--- config.mk ---
export PLATFORM = sky130hd
export DESIGN_NAME = dbus_sramx_bridge
export DESIGN_NICKNAME = d
export VERILOG_FILES = /design/src/rtl/dbus_sramx_bridge_pkg.sv /design/src/rtl/dbus_sramx_bridge.sv
export SDC_FILE = /design/constraint.sdc
export NUM_CORES = 1
export LEC_CHECK = 0
export CORE_AREA = 2 2 81 83
export DETAILED_ROUTE_END_ITERATION = 6
export DIE_AREA = 0 0 83 85
export GPL_ROUTABILITY_DRIVEN = 1
export GPL_TIMING_DRIVEN = 0
export PLACE_DENSITY = 0.8
export SKIP_CTS_REPAIR_TIMING = 1
export SYNTH_ARGS = -nofsm -noshare
export SYNTH_HDL_FRONTEND = slang
export SYNTH_SLANG_ARGS = --single-unit
--- constraint.sdc ---
create_clock -name clk -period 1.2 [get_ports clk]
set_input_delay 0.36 -clock clk [delete_from_list [all_inputs] [get_ports clk]]
set_output_delay 0.36 -clock clk [all_outputs]
set_load 0.02 [all_outputs]
--- src/rtl/dbus_sramx_bridge_pkg.sv ---
// rtl/dbus_sramx_bridge_pkg.sv - bus request/response types and FSM state for the dbus-to-sramx bridge
package dbus_sramx_bridge_pkg;

    localparam int DEFAULT_LATENCY = 1;

    typedef enum logic [2:0] {
        MSIZE1 = 3'd0,
        MSIZE2 = 3'd1,
        MSIZE4 = 3'd2
    } msize_t;

    typedef struct packed {
        logic        valid;
        logic [31:0] addr;
        msize_t      size;
        logic [3:0]  strobe;
        logic [31:0] data;
    } dbus_req_t;

    typedef struct packed {
        logic        addr_ok;
        logic        data_ok;
        logic [31:0] data;
    } dbus_resp_t;

    typedef struct packed {
        logic        en;
        logic [3:0]  wen;
        logic [31:0] addr;
        logic [31:0] wdata;
    } sramx_req_t;

    typedef struct packed {
        logic [31:0] rdata;
    } sramx_resp_t;

    typedef enum logic {
        IDLE = 1'b0,
        WAIT = 1'b1
    } bridge_state_t;

endpackage

--- src/rtl/dbus_sramx_bridge.sv ---
// rtl/dbus_sramx_bridge.sv - single-outstanding core data bus to fixed-latency SRAM port bridge
module dbus_sramx_bridge
    import dbus_sramx_bridge_pkg::*;
#(
    parameter int LATENCY = DEFAULT_LATENCY
) (
    input  logic        clk,
    input  logic        reset,
    input  dbus_req_t   dreq,
    output dbus_resp_t  dresp,
    output sramx_req_t  dsreq,
    input  sramx_resp_t dsresp
);

    localparam int CNT_W = $clog2(LATENCY + 1);

    bridge_state_t    state;
    logic [CNT_W-1:0] cnt;
    logic             is_write;

    always_ff @(posedge clk) begin
        if (reset) begin
            state    <= IDLE;
            cnt      <= '0;
            is_write <= 1'b0;
        end else begin
            case (state)
                IDLE: begin
                    if (dreq.valid) begin
                        cnt      <= CNT_W'(LATENCY - 1);
                        is_write <= |dreq.strobe;
                        state    <= WAIT;
                    end
                end
                WAIT: begin
                    if (cnt == '0) begin
                        state <= IDLE;
                    end else begin
                        cnt <= cnt - CNT_W'(1);
                    end
                end
                default: state <= IDLE;
            endcase
        end
    end

    // Issue is combinational so addr_ok and en appear in the request cycle itself.
    always_comb begin
        dresp = '0;
        dsreq = '0;
        if (!reset) begin
            if (state == IDLE && dreq.valid) begin
                dsreq.en    = 1'b1;
                dsreq.wen   = dreq.strobe;
                dsreq.addr  = dreq.addr;
                dsreq.wdata = dreq.data;
                dresp.addr_ok = 1'b1;
            end else if (state == WAIT && cnt == '0) begin
                dresp.data_ok = 1'b1;
                dresp.data    = is_write ? 32'h0 : dsresp.rdata;
            end
        end
    end

    always_ff @(posedge clk) begin
        if (!reset && state == IDLE && dreq.valid) begin
            assert ($countones(dreq.strobe) <= (1 << dreq.size));
        end
    end

endmodule

Word level (Yosys, flattened, before mapping)
Cells that the tools add are included.
- register bits: 3
- input bits: 106
- word-level logic and storage cells: 24
- add/sub/neg operators: 1
- eq/ne operators: 1
- mux-type cells: 13
- bitwise logic cells: 2
- reductions and logical operators: 4
- operators with widths (cell ; count):
    2-to-1 mux 69 bit ; 2
    2-to-1 mux 33 bit ; 2
    2-to-1 mux 34 bit ; 1
    2-to-1 mux 32 bit ; 1
    2-to-1 mux 1 bit ; 5
    case mux 1 bit (2 select lines) ; 2
    OR reduction 4 bit ; 1
    logical AND 1 bit ; 2
    inequality test 2 bit, second input constant ; 1
    inverter 1 bit ; 2
    AND reduction 2 bit ; 1
    subtractor 1 bit, second input constant ; 1

Depth between registers and ports, before layout
- depth after elaboration: 5
- mapped depth: 5
- mapped depth without buffers: 3

Least setup slack after synthesis
Ideal clock, no wire load.
- path kind: input -> output
- start point: input port reset
- end point: output port dresp[21] (netlist name)
- arrival: 1.193 ns
- data required time: 0.840 ns
- setup slack: -0.353 ns
- stages: 4
- buffers on the path: 1
- cells stage by stage: nor2b_2 -> nor2b_4 -> buf_6 -> and2_1
- RTL lines (what ; RTL line ; source):
    start: declaration ; dbus_sramx_bridge.sv:8 ; input logic reset,
    end: declaration ; dbus_sramx_bridge.sv:10 ; output dbus_resp_t dresp,

==> flow_metrics.py <==
metrics = {
    "logic_synthesis": {
        "netlist_area_sq_um": 850,
        "synth-seq-cells": 2,
        "yosysUniqueCellTypes": 14,
        "yosysSeqAreaShare_pct": 4.71,
        "synth_fp_nets": 227,
        "syn_inst": 121,
        "synth_warnings": 0,
        "yosysTopAreaCellShare_pct": 55.2,
        "synth_area_leaders": "and2_1 55%, and2_2 22%, buf_6 5.3%",
        "yosys.area.top_type": "and2_1",
        "avgSynthCellArea_sq_um": 7.02,
    },
    "sta": {
        "fin_crit_sh_pct": 147,
        "fmax_mhz": 568,
        "setup_viol": 104,
        "fin_ws_ns": -0.562,
        "hold_viol": 0,
        "rsz0062_at_grt": "true",
        "drv_slew": 0,
        "finClkSkew_ns": 0.00222,
        "slew-limit-headroom_pct": 84.5,
        "min_period_ns": 1.76,
        "worst_pin_slew_ns": 0.233,
    },
    "min_path": {
        "hold_path_end": "state",
        "hp-class": "in -> reg",
        "min_delay_path_depth": 2,
        "worstHoldStart": "reset",
    },
    "clock_network": {
        "cts_tree": "yes",
        "clk_latency_ns": 0.21,
        "cts.clk_slew.worst_paths_ns": 0.03,
        "cts_buffers": 3,
        "htree_levels": 1,
        "root_buffer": "clkbuf_8",
        "clock-sinks": 2,
        "cts.path.max_buffers": 2,
    },
    "routing": {
        "avgViaCountPerCell": 3.92,
        "wirelength_microns": 5290,
        "detail_route.wl_per_cell_microns": 12.6,
        "ant_nets": 0,
        "vias": 1646,
        "drc": 0,
        "drt_iter0_markers": 5,
        "first_pass_iters": 2,
    },
    "critical_path": {
        "reg2reg_slack_ns": 0.18,
        "cp_max_fo": 8,
        "arrival_ns": 1.40,
        "regToRegStartpoint": "state",
        "r2r_cells": 5,
        "slowest_delay_ns": 0.31,
        "critical_path.top_delay_family": "buffers and inverters",
        "critPathLaunchType": "flip-flop",
        "crit_buf_inv": 4,
        "critPathCaptureType": "primary output",
        "slowest_stage": "dfxtp_2",
        "crit_chain": "nand2b_4, nor2_4, buf_12, buf_8, clkbuf_16, and2_4, buf_6",
        "crit_required_ns": 0.84,
        "critPathKind": "reg -> out",
        "rr_endpoint": "is_write",
    },
    "floorplanning": {
        "start_util_pct": 13.7,
        "die_w_microns": 83,
        "die_h_microns": 85,
        "num_rows": 29,
        "die_area_sq_um": 7060,
        "coreArea_sq_um": 6200,
        "io-pin-count": 209,
    },
    "power": {
        "ir_drop_uv": 202,
        "power_density_nw_per_um2": 403,
        "power_leakage_nw": 1.69,
        "power_mw": 1.39,
    },
    "place": {
        "place_worst_setup_slack_ns": -1.41,
        "numPortBuffers": 205,
        "placed_cells": 403,
        "dp_hpwl_microns": 4490,
        "gp_congestion": 0.764,
    },
    "finish": {
        "fin_cells": 420,
        "final_nets": 451,
        "antenna_cells": 0,
        "drive_gt1_share_pct": 68.5,
        "syn_to_final_growth_pct": 304,
    },
    "run_status": {
        "violations": "negative setup slack",
        "outcome": "finished with violations",
    },
    "global_routing": {
        "grt_pass1_wl_microns": 7730,
        "grt_max_degree": 12,
        "grt_use_total_pct": 13.2,
        "grt_antenna_before_repair": 0,
        "globalRoute.totalOverflow": 0,
        "grt_pass1_vias": 1620,
    },
    "job": {
        "cap_viol_max_count": 0,
    },
}
layout make-up:
| type | instances | area, sq um |
|---|---|---|
| repair buffers | 220 | 2190 |
| clock buffers | 3 | 41.3 |
| flip-flops and latches | 2 | 41.3 |
| fillers | 570 | 2770 |
| multi-input cells | 108 | 937 |
| plain buffers | 10 | 128 |
| well taps | 77 | 96.3 |
worst max-delay path by stage:
stage	start	endpoint	slack, ns	depth (start not counted)
global route	state	dsreq[53]	-0.62	7
floorplan	reset	dresp[0]	-0.21	4
finish	state	dsreq[52]	-0.56	7
detailed placement	reset	dsreq[57]	-1.41	6
global placement	reset	dsreq[57]	-1.41	6
CTS	reset	dsreq[57]	-1.42	6
routing by layer:
layer / wire [microns] / up-vias / share of wire [%] / global-route usage [%]
met3: 513 / 2 / 9.7 / 4.47
met4: 22 / 0 / 0.42 / 2.83
met5: 0 / - / 0 / 0
li1: - / 802 / - / -
met1: 1750 / 733 / 33 / 13.5
met2: 3000 / 109 / 57 / 26.0
Yosys cell counts:
library cell	number
nand2b_4	1
nor2_4	1
and2_1	75
mux2i_1	1
dfxtp_1	2
nor2b_2	1
nor2_1	2
and2_2	25
nor2b_4	1
buf_6	4
buf_4	2
clkbuf_1	4
buf_2	1
or4_1	1
registers in the layout (all words and copies together), names as in the netlist:
register  cells
state         1
is_write      1
cells in the final DEF, fill, tap and decap left out:
cell	netlist	layout
and2_2	25	13
or4_1	1	1
clkbuf_8	0	3
mux2i_1	1	1
clkbuf_2	0	9
and2_4	0	87
nor2_4	1	1
dlymetal6s2s_1	0	3
nor2b_4	1	2
nor2_1	2	2
clkdlybuf4s50_1	0	100
buf_12	0	1
buf_4	2	33
dfxtp_1	2	1
buf_6	4	78
clkbuf_16	0	1
dfxtp_2	0	1
buf_8	0	4
nand2b_4	1	1
buf_2	1	1
cell families (layout without fill, tap and decap cells):
| group | after synthesis | in the layout | synth area share [%] |
|---|---|---|---|
| and+or+nand+nor | 107 | 107 | 84.7 |
| buffers and inverters | 11 | 233 | 9.42 |
| DFF | 2 | 2 | 4.71 |
| muxes | 1 | 1 | 1.18 |
per-stage QoR:
stage	setup TNS, ns	cell area, sq um	hold slack [ns]	util [%]
floorplan	-15.03	1070	0.425	-
global placement	-134.78	3220	0.524	51.9
detailed placement	-135.73	3220	0.530	51.9
CTS	-136.80	3260	0.536	52.6
global route	-57.00	3440	0.441	55.4
finish	-49.71	3440	0.423	55.4
power by group:
group / leakage (nW) / total (mW) / internal, mW / switching, mW
clock: 0.0216 / 0.260 / 0.212 / 0.0482
sequential: 0.0170 / 0.0761 / 0.0723 / 0.00384
combinational: 1.66 / 1.05 / 0.688 / 0.361
Note: power is estimated with default switching activity, not from simulation.
